## src/rtl/fft_frame_pkg.sv

```systemverilog
// Shared constants and types for the FFT frame buffer: frame size, default
// sample width and the issue FSM state encoding.
package fft_frame_pkg;

  localparam int FFT_N        = 16;
  localparam int HALF_N       = FFT_N / 2;
  localparam int IDX_W        = $clog2(FFT_N);
  localparam int SAMPLE_W_DEF = 16;

  typedef logic signed [SAMPLE_W_DEF-1:0] sample_t;

  typedef enum logic {
    IDLE      = 1'b0,
    WAIT_DONE = 1'b1
  } frame_state_e;

endpackage

```

## src/rtl/fft_sample_capture.sv

```systemverilog
// Capture buffer: collects serial samples into a 16-entry frame.
// FFT_FRAME_OVERLAP_EN keeps the newest half of the frame on every issue.
module fft_sample_capture
  import fft_frame_pkg::*;
#(
  parameter int SAMPLE_W = SAMPLE_W_DEF
) (
  input  logic                       clk,
  input  logic                       rst,
  input  logic signed [SAMPLE_W-1:0] in_sample,
  input  logic                       in_valid,
  output logic                       in_ready,
  input  logic                       issue,
  output logic                       capture_full,
  output logic signed [SAMPLE_W-1:0] capture [FFT_N]
);

`ifdef FFT_FRAME_OVERLAP_EN
  localparam logic [IDX_W-1:0] RESTART_IDX = IDX_W'(HALF_N);
`else
  localparam logic [IDX_W-1:0] RESTART_IDX = '0;
`endif

  logic [IDX_W-1:0] wr_idx;
  logic             accept;

  assign accept = in_valid && in_ready;

  // in_ready is registered alongside capture_full so it never depends on in_valid
  always_ff @(posedge clk or posedge rst) begin
    if (rst) begin
      wr_idx       <= '0;
      capture_full <= 1'b0;
      in_ready     <= 1'b1;
    end else if (issue) begin
      wr_idx       <= RESTART_IDX;
      capture_full <= 1'b0;
      in_ready     <= 1'b1;
    end else if (accept) begin
      wr_idx <= wr_idx + 1'b1;
      if (wr_idx == IDX_W'(FFT_N - 1)) begin
        capture_full <= 1'b1;
        in_ready     <= 1'b0;
      end
    end
  end

  // Sample storage carries no reset; wr_idx alone decides what is valid
  always_ff @(posedge clk) begin
    if (accept) begin
      capture[wr_idx] <= in_sample;
    end
`ifdef FFT_FRAME_OVERLAP_EN
    else if (issue) begin
      for (int i = 0; i < HALF_N; i++) begin
        capture[i] <= capture[i + HALF_N];
      end
    end
`endif
  end

endmodule

```

## src/rtl/fft_frame_buffer.sv

```systemverilog
// Frame producer for FFT_Processor: issues captured 16-sample frames and waits
// for done with a timeout. Optional FFT_FRAME_OVERLAP_EN selects 50% overlap.
module fft_frame_buffer
  import fft_frame_pkg::*;
#(
  parameter int SAMPLE_W     = SAMPLE_W_DEF,
  parameter int DONE_TIMEOUT = 1024
) (
  input  logic                       clk,
  input  logic                       rst,
  input  logic signed [SAMPLE_W-1:0] in_sample,
  input  logic                       in_valid,
  output logic                       in_ready,
  output logic signed [SAMPLE_W-1:0] t0,
  output logic signed [SAMPLE_W-1:0] t1,
  output logic signed [SAMPLE_W-1:0] t2,
  output logic signed [SAMPLE_W-1:0] t3,
  output logic signed [SAMPLE_W-1:0] t4,
  output logic signed [SAMPLE_W-1:0] t5,
  output logic signed [SAMPLE_W-1:0] t6,
  output logic signed [SAMPLE_W-1:0] t7,
  output logic signed [SAMPLE_W-1:0] t8,
  output logic signed [SAMPLE_W-1:0] t9,
  output logic signed [SAMPLE_W-1:0] t10,
  output logic signed [SAMPLE_W-1:0] t11,
  output logic signed [SAMPLE_W-1:0] t12,
  output logic signed [SAMPLE_W-1:0] t13,
  output logic signed [SAMPLE_W-1:0] t14,
  output logic signed [SAMPLE_W-1:0] t15,
  output logic                       new_t,
  input  logic                       done,
  output logic                       busy,
  output logic [15:0]                frame_count,
  output logic                       timeout
);

  localparam int TMO_W = $clog2(DONE_TIMEOUT + 1);

  frame_state_e               state, state_nxt;
  logic                       capture_full;
  logic                       issue;
  logic                       done_ok;
  logic                       expire;
  logic [TMO_W-1:0]           tmo_cnt;
  logic signed [SAMPLE_W-1:0] capture [FFT_N];
  logic signed [SAMPLE_W-1:0] t_q     [FFT_N];

  fft_sample_capture #(
    .SAMPLE_W (SAMPLE_W)
  ) u_capture (
    .clk          (clk),
    .rst          (rst),
    .in_sample    (in_sample),
    .in_valid     (in_valid),
    .in_ready     (in_ready),
    .issue        (issue),
    .capture_full (capture_full),
    .capture      (capture)
  );

  always_ff @(posedge clk or posedge rst) begin
    if (rst) state <= IDLE;
    else     state <= state_nxt;
  end

  always_comb begin
    state_nxt = state;
    case (state)
      IDLE:      if (capture_full)      state_nxt = WAIT_DONE;
      WAIT_DONE: if (done_ok || expire) state_nxt = IDLE;
      default:                          state_nxt = IDLE;
    endcase
  end

  // done during the new_t cycle belongs to the previous frame and is dropped
  always_comb begin
    busy    = (state == WAIT_DONE);
    issue   = (state == IDLE) && capture_full;
    done_ok = busy && done && !new_t;
    expire  = busy && (tmo_cnt == TMO_W'(DONE_TIMEOUT - 1));
  end

  always_ff @(posedge clk or posedge rst) begin
    if (rst) begin
      new_t       <= 1'b0;
      frame_count <= '0;
      timeout     <= 1'b0;
      tmo_cnt     <= '0;
      for (int i = 0; i < FFT_N; i++) t_q[i] <= '0;
    end else begin
      new_t <= issue;
      if (issue) begin
        frame_count <= frame_count + 1'b1;
        tmo_cnt     <= '0;
        for (int i = 0; i < FFT_N; i++) t_q[i] <= capture[i];
      end else if (busy) begin
        tmo_cnt <= tmo_cnt + 1'b1;
      end
      if (expire && !done_ok) timeout <= 1'b1;
    end
  end

  assign t0  = t_q[0];
  assign t1  = t_q[1];
  assign t2  = t_q[2];
  assign t3  = t_q[3];
  assign t4  = t_q[4];
  assign t5  = t_q[5];
  assign t6  = t_q[6];
  assign t7  = t_q[7];
  assign t8  = t_q[8];
  assign t9  = t_q[9];
  assign t10 = t_q[10];
  assign t11 = t_q[11];
  assign t12 = t_q[12];
  assign t13 = t_q[13];
  assign t14 = t_q[14];
  assign t15 = t_q[15];

endmodule
```

## config.mk

```make
export PLATFORM = sky130hd
export DESIGN_NAME = fft_frame_buffer
export DESIGN_NICKNAME = d
export VERILOG_FILES = /design/src/rtl/fft_frame_pkg.sv /design/src/rtl/fft_sample_capture.sv /design/src/rtl/fft_frame_buffer.sv
export SDC_FILE = /design/constraint.sdc
export NUM_CORES = 1
export LEC_CHECK = 0
export CAP_MARGIN = 20
export CORE_MARGIN = 2
export CORE_UTILIZATION = 40
export DETAILED_ROUTE_END_ITERATION = 10
export PLACE_DENSITY = 0.71
export SYNTH_ARGS = -nofsm -noshare
export SYNTH_HDL_FRONTEND = slang
export SYNTH_SLANG_ARGS = --single-unit
export TNS_END_PERCENT = 1
```

## constraint.sdc

```tcl
create_clock -name clk -period 9.32 [get_ports clk]
set_input_delay 1.864 -clock clk [delete_from_list [all_inputs] [get_ports clk]]
set_output_delay 1.864 -clock clk [all_outputs]
set_load 0.05 [all_outputs]
```

==> flow_summary_export.csv, run 1 <==
group,metric,value,unit
detailed_routing,drc,0,
yosys,netlist_instances,1507,
power,p_sw_share,41.24,%
final_layout,fin_nets,1854,
critical_path,path_buf_inv,1,
power,p_clk_share,23.0,%
critical_path,path_class,"register to output pin",
die,io_pins,296,
yosys,synth_top_area_share,40.48,%
die,start_util,40.62,%
final_layout,multi_input_area,3706,um^2
clock_network,cts.sinks,548,
critical_path,end_kind,"output pin",
clock_network,cts_buffer_depth,3,
detailed_routing,wl_per_cell,19.46,um
clock_network,path_clk_slew,0.06,ns
critical_path,startpoint_type,"register",
power,switchingPower,3.866,mW
timing,relSlewSlack,26.03,%
final_layout,final.fill_count,3909,
timing,fmaxAchievable,254.5,MHz
die,coreArea,46750,um^2
clock_network,insertion_delay,0.60,ns
die,die_area,49240,um^2
yosys,syn_area,18990,um^2
yosys,yosysWarnings,0,
critical_path,crit_chain,"clkdlybuf4s50_1",
timing,hold_viol,0,
yosys,synth.most_common_cell,"nand2_1",
final_layout,regArea,15000,um^2
detailed_routing,via_per_inst,4.829,
final_layout,drive_gt1_share,6.620,%
detailed_routing,drt_iter0_drc,1070,
clock_network,cts.root.buffer_cell,"clkbuf_16",
power,leakage,10.65,nW
yosys,ys_top_cells_by_count,"790 x nand2_1, 291 x dfrtp_1, 256 x edfxtp_1",
timing,rsz0062_at_grt,"no",
critical_path,arrival,2.07,ns
critical_path,critPathMaxFanout,13,
clock_network,postCtsSetupRepairBufs,0,
run,cap_violations,0,
yosys,ys_types,34,
placement,hpwl,30300,um
power,internal-power,5.509,mW
final_layout,synthToLayoutAreaGrowth,29.42,%
die,die_x,221.9,um
detailed_routing,routed_wl,48280,um
grt,grt_pass1_wl,73200,um
timing,post-route-period-util,42.16,%
yosys,ys_seq_elements,548,
timing,maxSlewViolCount,0,
critical_path,crit_required,7.46,ns
timing,setup_tns,0,ns
timing,layout_min_cycle_time,3.930,ns
run_status,status,"finished clean",
yosys,synth_area_leaders,"edfxtp_1 40%, dfrtp_1 38%, nand2_1 16%, buf_2 1.1%, xnor2_1 0.74%",
final_layout,largest_register_ffs,256,
yosys,synthArstFlopShare,53.28,%
final_layout,regMostFlops,"u_capture.capture",
placement,dpl_worst_slack,4.909,ns
yosys,syn_area_per_cell,12.60,um^2
detailed_routing,drt_pass1_iterations,6,
power,p_seq_share,38.1,%
yosys,synth_nets,1533,
grt,antenna_found_initial,0,
critical_path,cp_slowest_cell,"clkdlybuf4s50_1",
timing,layout_setup_ws,5.390,ns
die,std_cell_rows,79,
grt,grt_pass1_vias,12050,
yosys,synth_ff_type,"dfrtp_1",
die,fp.dieH,221.9,um
final_layout,instances_no_fill,2481,
yosys,seq_area_frac_synth,78.96,%
critical_path,cp_top_family,"buffers and inverters",
yosys,synth-edff-count,256,
critical_path,r2r_setup_slack,6.04,ns
yosys,synth.largest_area_cell,"edfxtp_1",
detailed_routing,route.antenna.remaining_nets,0,
power,power.density,381.5,nW/um^2
grt,grt_max_degree,146,
clock_network,holdBufCountCts,0,
critical_path,cp_slowest_stage_delay,0.89,ns
placement,place_congestion,0.7903,
timing,setup_viol,0,
timing,finClkSkew,0.02248,ns
detailed_routing,vias,11980,
clock_network,cts_tree,"done",
placement,dp_cells,2378,
grt,grt_usage,19.66,%
power,total_power,9.375,mW
power,ir_worst_vdd,224.6,uV
clock_network,numCtsBuffers,53,
clock_network,cts.htree.levels,2,
min_path,min_path_type,"register to register",
placement,port_buffers,295,
power,p_comb_share,38.9,%
grt,gr-total-overflow,0,
timing,worst_pin_slew,1.106,ns
clock_network,post_cts_resized,0,
-- power by group through the flow --
stage	registers, mW	clock network [mW]	logic, mW
final	3.57	2.16	3.65
after global routing	3.64	2.30	3.83
after CTS	3.58	2.19	3.68
after detailed placement	3.61	0	3.67
after global placement	3.61	0	3.61
after floorplan	5.27	0	0.577
-- cell type report --
class | instances | area share [%]
clock inverters | 23 | 1.074
inverters | 7 | 0.1527
repair buffers | 329 | 13.56
diodes | 1 | 0.01018
multi-input cells | 889 | 15.08
flip-flops and latches | 548 | 61.01
well taps | 607 | 3.090
clock buffers | 77 | 6.017
-- final timing paths --
kind,start,end,cells after the start
worst max-delay path,busy$_DFF_PP0_,busy,1
worst min-delay path,u_capture.capture[78]$_DFFE_PP_,t11[14]$_DFFE_PP0P_,2
worst max register to register,busy$_DFF_PP0_,t6[8]$_DFFE_PP0P_,6
worst min register to register,u_capture.capture[78]$_DFFE_PP_,t11[14]$_DFFE_PP0P_,2
max in group asynchronous,rst,t13[0]$_DFFE_PP0P_,4
min in group asynchronous,rst,t6[13]$_DFFE_PP0P_,2
-- routing by layer --
layer,share of wire [%],GRT usage (%)
met1,43,26.95
met2,49,31.92
met3,6.0,4.174
met4,2.1,5.427
met5,0,0
-- cells in the final DEF (no fill, tap or decap), types with 3 or more instances in the layout --
master             n
nand2_1          790
clkdlybuf4s50_1  295
dfrtp_1          291
edfxtp_1         256
clkbuf_16         55
buf_4             23
clkbuf_1          20
nor2_1            16
xnor2_1           16
nand3_1            9
clkinv_2           8
clkinv_1           7
buf_8              7
ha_1               6
bufinv_16          6
inv_1              5
nor2_2             5
nor3_2             5
nand4_1            5
xor2_1             5
o21ai_0            4
a22o_1             4
mux2i_1            4
nand2b_1           3
buf_16             3
-- kinds of logic (layout without fill, tap and decap cells) --
family	count (synthesis)	in the layout	share of synthesized area, %
and+or+nand+nor	844	844	17.18
AOI/OAI and AO/OA	13	13	0.4875
muxes	5	5	0.2701
DFF	548	548	78.96
adders and majority gates	6	6	0.3953
other	0	1	0
xor gates and xnor gates	21	21	0.9685
buffers and inverters	70	436	1.733
-- metrics by stage --
stage          utilization [%]  cell area (um^2)  hold WS [ns]
3_5_place_dp             48.77             22800        0.4221
4_1_cts                  52.50             24540        0.4287
6_report                 52.57             24580        0.4283
3_3_place_gp             48.43             22640        0.4181
2_1_floorplan                -             18990        0.4146
5_1_grt                  52.56             24570        0.4486
(Power assumes the default switching activity.)
==> run 2: changes to the inputs <==
--- a/config.mk
+++ b/config.mk
@@ -9,7 +9,7 @@
 export CORE_MARGIN = 2
 export CORE_UTILIZATION = 40
 export DETAILED_ROUTE_END_ITERATION = 10
-export PLACE_DENSITY = 0.71
+export PLACE_DENSITY = 0.68
 export SYNTH_ARGS = -nofsm -noshare
 export SYNTH_HDL_FRONTEND = slang
 export SYNTH_SLANG_ARGS = --single-unit
==> constraint.sdc (replaced) <==
create_clock -name clk -period 3.7 [get_ports clk]
set_input_delay 0.74 -clock clk [delete_from_list [all_inputs] [get_ports clk]]
set_output_delay 0.74 -clock clk [all_outputs]
set_load 0.05 [all_outputs]
==> flow_summary_export.csv, run 2 (synthesized netlist as in run 1, its figures left out) <==
group,metric,value,unit
run_status,status,"finished clean",
critical_path,cp_slowest_cell,"clkdlybuf4s50_1",
timing,hold_viol,0,
placement,hpwl,29780,um
critical_path,rr_worst_depth,3,
clock_network,numCtsBuffers,53,
critical_path,cp_top_family,"buffers and inverters",
grt,grt_pass1_wl,74200,um
timing,setup_viol,0,
final_layout,layout_commonest_cell,"nand2_1",
critical_path,crit_chain,"clkdlybuf4s50_1",
detailed_routing,routed_wl,48810,um
detailed_routing,via_per_inst,4.843,
critical_path,crit_required,2.96,ns
grt,grt_pass1_vias,12210,
power,leakage,10.63,nW
critical_path,path_buf_inv,1,
detailed_routing,drc,0,
clock_network,holdBufCountCts,0,
grt,grt_usage,19.90,%
die,die_area,49240,um^2
timing,maxSlewViolCount,0,
critical_path,cp_slowest_stage_delay,0.88,ns
die,io_pins,296,
min_path,min_from,"u_capture.capture[124]$_DFFE_PP_",
final_layout,antenna_cells,0,
detailed_routing,vias,12010,
final_layout,layout_common_cells,"790 x nand2_1, 295 x clkdlybuf4s50_1, 291 x dfrtp_1",
timing,relSlewSlack,24.70,%
timing,post-route-period-util,75.60,%
final_layout,fin_nets,1853,
timing,layout_min_cycle_time,2.797,ns
final_layout,largest_register_ffs,256,
grt,gr-total-overflow,0,
clock_network,post_cts_resized,0,
critical_path,startpoint_type,"register",
min_path,min_path_cells,2,
final_layout,drive_gt1_share,6.944,%
die,fp.dieH,221.9,um
timing,worst_pin_slew,1.130,ns
timing,rsz0062_at_grt,"no",
grt,grt_max_degree,219,
critical_path,critPathMaxFanout,13,
timing,finClkSkew,0.01043,ns
min_path,min_path_type,"register to register",
clock_network,cts.root.buffer_cell,"clkbuf_16",
detailed_routing,drt_pass1_iterations,5,
die,die_x,221.9,um
clock_network,postCtsSetupRepairBufs,0,
critical_path,end_kind,"output pin",
detailed_routing,route.antenna.remaining_nets,0,
run,cap_violations,0,
clock_network,cts.sinks,548,
critical_path,arrival,2.06,ns
grt,antenna_found_initial,2,
final_layout,final_util,52.48,%
detailed_routing,drt_iter0_drc,945,
die,start_util,40.62,%
min_path,whs_endpoint,"t8[12]$_DFFE_PP0P_",
placement,placed_cell_area,22790,um^2
critical_path,path_class,"register to output pin",
final_layout,regMostFlops,"u_capture.capture",
power,power.density,960.8,nW/um^2
clock_network,cts.htree.levels,2,
placement,place_congestion,0.7845,
critical_path,worstSetupStartpoint,"busy$_DFF_PP0_",
timing,fmaxAchievable,357.5,MHz
clock_network,cts_tree,"done",
critical_path,r2r-start,"u_capture.in_ready$_DFFE_PP1P_",
final_layout,finalInstanceArea,24540,um^2
clock_network,cts_buffer_depth,3,
critical_path,reg2reg_to,"u_capture.capture[149]$_DFFE_PP_",
final_layout,synthToLayoutAreaGrowth,29.21,%
detailed_routing,wl_per_cell,19.69,um
clock_network,insertion_delay,0.59,ns
power,ir_worst_vdd,621.8,uV
critical_path,r2r_setup_slack,1.49,ns
placement,port_buffers,295,
die,coreArea,46750,um^2
die,std_cell_rows,79,
clock_network,path_clk_slew,0.06,ns
run 2: cell count changes in the layout (fill, tap and decap cells not counted), sizes merged:
| cell | before | now |
|---|---|---|
| clkbuf | 77 | 74 |
| clkinvlp | 1 | 4 |
| bufinv | 6 | 4 |
| clkinv | 16 | 18 |
| buf | 34 | 33 |
| diode | 1 | 0 |
run 2: per-layer routing:
| metal | GRT usage (%) | part of all wire (%) |
|---|---|---|
| met5 | 0 | 0 |
| met4 | 6.691 | 2.7 |
| met3 | 4.082 | 6.6 |
| met2 | 32.29 | 48 |
| met1 | 26.93 | 43 |
run 2: worst max-delay path by stage:
stage / to / slack (ns) / cells after the start
floorplan: busy$_DFF_PP0_ / -0.91 / 1
global placement: u_capture.capture[146]$_DFFE_PP_ / 0.84 / 4
detailed placement: u_capture.capture[155]$_DFFE_PP_ / 0.76 / 4
CTS: busy / 0.87 / 1
global route: busy / 0.84 / 1
finish: busy / 0.90 / 1
run 2: area by class of cell:
class / instances / area, um^2
clock buffer: 74 / 1509
clock inverter: 26 / 234.0
fill: 4009 / 22220
inverter: 7 / 37.54
multi-input combinational: 889 / 3706
sequential: 548 / 15000
tap: 607 / 759.5
timing repair buffer: 328 / 3296
run 2: worst reg2reg max path, delay by kind of cell (launching register included):
family	cells	cell delay, ns
flip-flops	1	0.58
AND/OR/NAND/NOR	3	1.26
run 2: where the power goes:
group	switching (mW)	leakage (nW)	internal, mW
sequential	1.08	6.00	7.94
combinational	6.43	3.78	2.74
clock	2.25	0.853	3.13
total	9.76	10.6	13.8
run 2: through the flow:
step                      setup TNS (ns)  worst slack (ns)  std cells  power, mW  hold WS, ns
after floorplan                  -266.07           -0.9143       1507      14.73       0.4146
after global placement                 0            0.8407       2378      18.22       0.4186
after detailed placement               0            0.7572       2379      18.35       0.4210
after CTS                              0            0.8654       2479      23.79       0.4367
after global routing                   0            0.8383       2479      24.57       0.4510
final                                  0            0.9028       2479      23.57       0.4329
==> run 3: changes to the inputs <==
--- a/config.mk
+++ b/config.mk
@@ -9,7 +9,7 @@
 export CORE_MARGIN = 2
 export CORE_UTILIZATION = 40
 export DETAILED_ROUTE_END_ITERATION = 10
-export PLACE_DENSITY = 0.68
+export PLACE_DENSITY = 0.71
 export SYNTH_ARGS = -nofsm -noshare
 export SYNTH_HDL_FRONTEND = slang
 export SYNTH_SLANG_ARGS = --single-unit
==> constraint.sdc (replaced) <==
create_clock -name clk -period 2.55 [get_ports clk]
set_input_delay 0.51 -clock clk [delete_from_list [all_inputs] [get_ports clk]]
set_output_delay 0.51 -clock clk [all_outputs]
set_load 0.05 [all_outputs]
==> flow_summary_export.csv, run 3 (synthesized netlist as in run 1, its figures left out) <==
group,metric,value,unit
placement,place_congestion,0.7730,
timing,layout_min_cycle_time,2.408,ns
critical_path,end_kind,"output pin",
clock_network,cts.sinks,548,
timing,maxSlewViolCount,0,
die,coreArea,46750,um^2
timing,rsz0062_at_grt,"no",
final_layout,layout_commonest_cell,"nand2_1",
detailed_routing,routed_wl,48150,um
grt,grt_pass1_wl,73370,um
die,start_util,40.62,%
clock_network,cts_buffer_depth,3,
placement,dp_cells,2404,
critical_path,rr_worst_depth,4,
clock_network,numCtsBuffers,53,
die,io_pins,296,
detailed_routing,drc,0,
detailed_routing,via_per_inst,4.828,
timing,worst_pin_slew,0.8317,ns
timing,finClkSkew,0.009221,ns
critical_path,crit_required,2.04,ns
detailed_routing,drt_pass1_iterations,5,
timing,relSlewSlack,44.55,%
run_status,status,"finished clean",
die,fp.dieH,221.9,um
final_layout,synthToLayoutAreaGrowth,30.88,%
critical_path,path_class,"register to output pin",
timing,post-route-period-util,94.44,%
min_path,min_path_type,"input port to asynchronous set/reset pin",
clock_network,insertion_delay,0.59,ns
placement,port_buffers,295,
clock_network,cts_tree,"done",
clock_network,path_clk_slew,0.06,ns
power,switchingPower,14.13,mW
grt,gr-usage-met3,3.088,%
power,total_power,34.41,mW
detailed_routing,drt_iter0_drc,1106,
critical_path,worstSetupStartpoint,"frame_count[2]$_DFFE_PP0P_",
power,p_sw_share,41.07,%
final_layout,layout_common_cells,"790 x nand2_1, 294 x clkdlybuf4s50_1, 291 x dfrtp_1",
placement,hpwl,29960,um
grt,antenna_found_initial,4,
final_layout,drive_gt1_share,8.487,%
critical_path,arrival,1.90,ns
die,die_area,49240,um^2
grt,grt_usage,19.60,%
die,die_x,221.9,um
final_layout,regMostFlops,"u_capture.capture",
clock_network,cts.htree.levels,2,
grt,met1_usage,27.21,%
power,p_seq_share,37.9,%
detailed_routing,vias,12090,
timing,setup_viol,0,
die,std_cell_rows,79,
power,p_clk_share,23.2,%
detailed_routing,route.antenna.remaining_nets,0,
grt,grt_pass1_vias,12300,
clock_network,holdBufCountCts,0,
grt,met2_usage,31.30,%
final_layout,fin_nets,1878,
critical_path,path_buf_inv,1,
power,ir_worst_vdd,1029,uV
grt,grt_max_degree,113,
timing,hold_viol,0,
critical_path,cp_slowest_stage_delay,0.84,ns
critical_path,cp_top_family,"buffers and inverters",
detailed_routing,wl_per_cell,19.22,um
grt,globalRoute.busiestLayer,"met2",
critical_path,r2r-start,"u_capture.in_ready$_DFFE_PP1P_",
power,p_comb_share,39.0,%
final_layout,instances_no_fill,2505,
power,leakage,10.81,nW
final_layout,largest_register_ffs,256,
run,cap_violations,0,
critical_path,cp_slowest_cell,"clkdlybuf4s50_1",
timing,fmaxAchievable,415.2,MHz
critical_path,startpoint_type,"register",
critical_path,cp.depth,1,
grt,gr-total-overflow,0,
critical_path,critPathMaxFanout,6,
power,power.density,1385,nW/um^2
power,internal-power,20.28,mW
critical_path,crit_chain,"clkdlybuf4s50_1",
clock_network,cts.root.buffer_cell,"clkbuf_16",
## run 3: path summary, 6_finish.rpt
path / end / slack (ns)
setup / recovery: frame_count[2] / 0.14
min in group clk: t7[1]$_DFFE_PP0P_ / 0.43
max in group asynchronous: t4[11]$_DFFE_PP0P_ / 1.51
setup reg to reg: u_capture.capture[198]$_DFFE_PP_ / 0.58
hold reg to reg: t7[1]$_DFFE_PP0P_ / 0.43
hold / removal: t1[11]$_DFFE_PP0P_ / 0.17
## run 3: cell type report
class                   count  area [um^2]
inverters                   7        37.54
clock buffers              82         1662
flip-flops and latches    548        15000
fillers                  3967        21900
well taps                 607        759.5
repair buffers            353         3537
multi-input cells         889         3706
clock inverters            18        155.1
diodes                      1        2.502
## run 3: routing by layer
metal | wire length [um] | vias up
li1 | - | 5555
met5 | 0 | -
met3 | 2686 | 95
met2 | 22780 | 421
met1 | 21180 | 6022
met4 | 1516 | 0
## run 3: power by group through the flow
stage,clock [mW],combinational (mW),sequential (mW)
2_1_floorplan,0,2.11,19.3
3_3_place_gp,0,13.3,13.1
3_5_place_dp,0,13.5,13.2
4_1_cts,8.13,13.5,13.0
5_1_grt,8.48,14.1,13.3
6_report,7.97,13.4,13.0
## run 3: what timing repair did
action	CTS	global route
setup endpoints to repair	1	0
buffers inserted	0	0
gates resized for setup	1	0
## run 3: through the flow
| step | TNS [ns] | hold WS [ns] | utilization (%) | instance area (um^2) | worst slack (ns) |
|---|---|---|---|---|---|
| 3_5_place_dp | 0 | 0.4222 | 49.27 | 23040 | 0.09645 |
| 6_report | 0 | 0.1748 | 53.16 | 24860 | 0.1417 |
| 2_1_floorplan | -541.93 | 0.4146 | - | 18990 | -1.834 |
| 5_1_grt | 0 | 0.1486 | 53.16 | 24860 | 0.07804 |
| 4_1_cts | 0 | 0.1439 | 53.16 | 24850 | 0.09928 |
| 3_3_place_gp | 0 | 0.4173 | 49.27 | 23040 | 0.08834 |
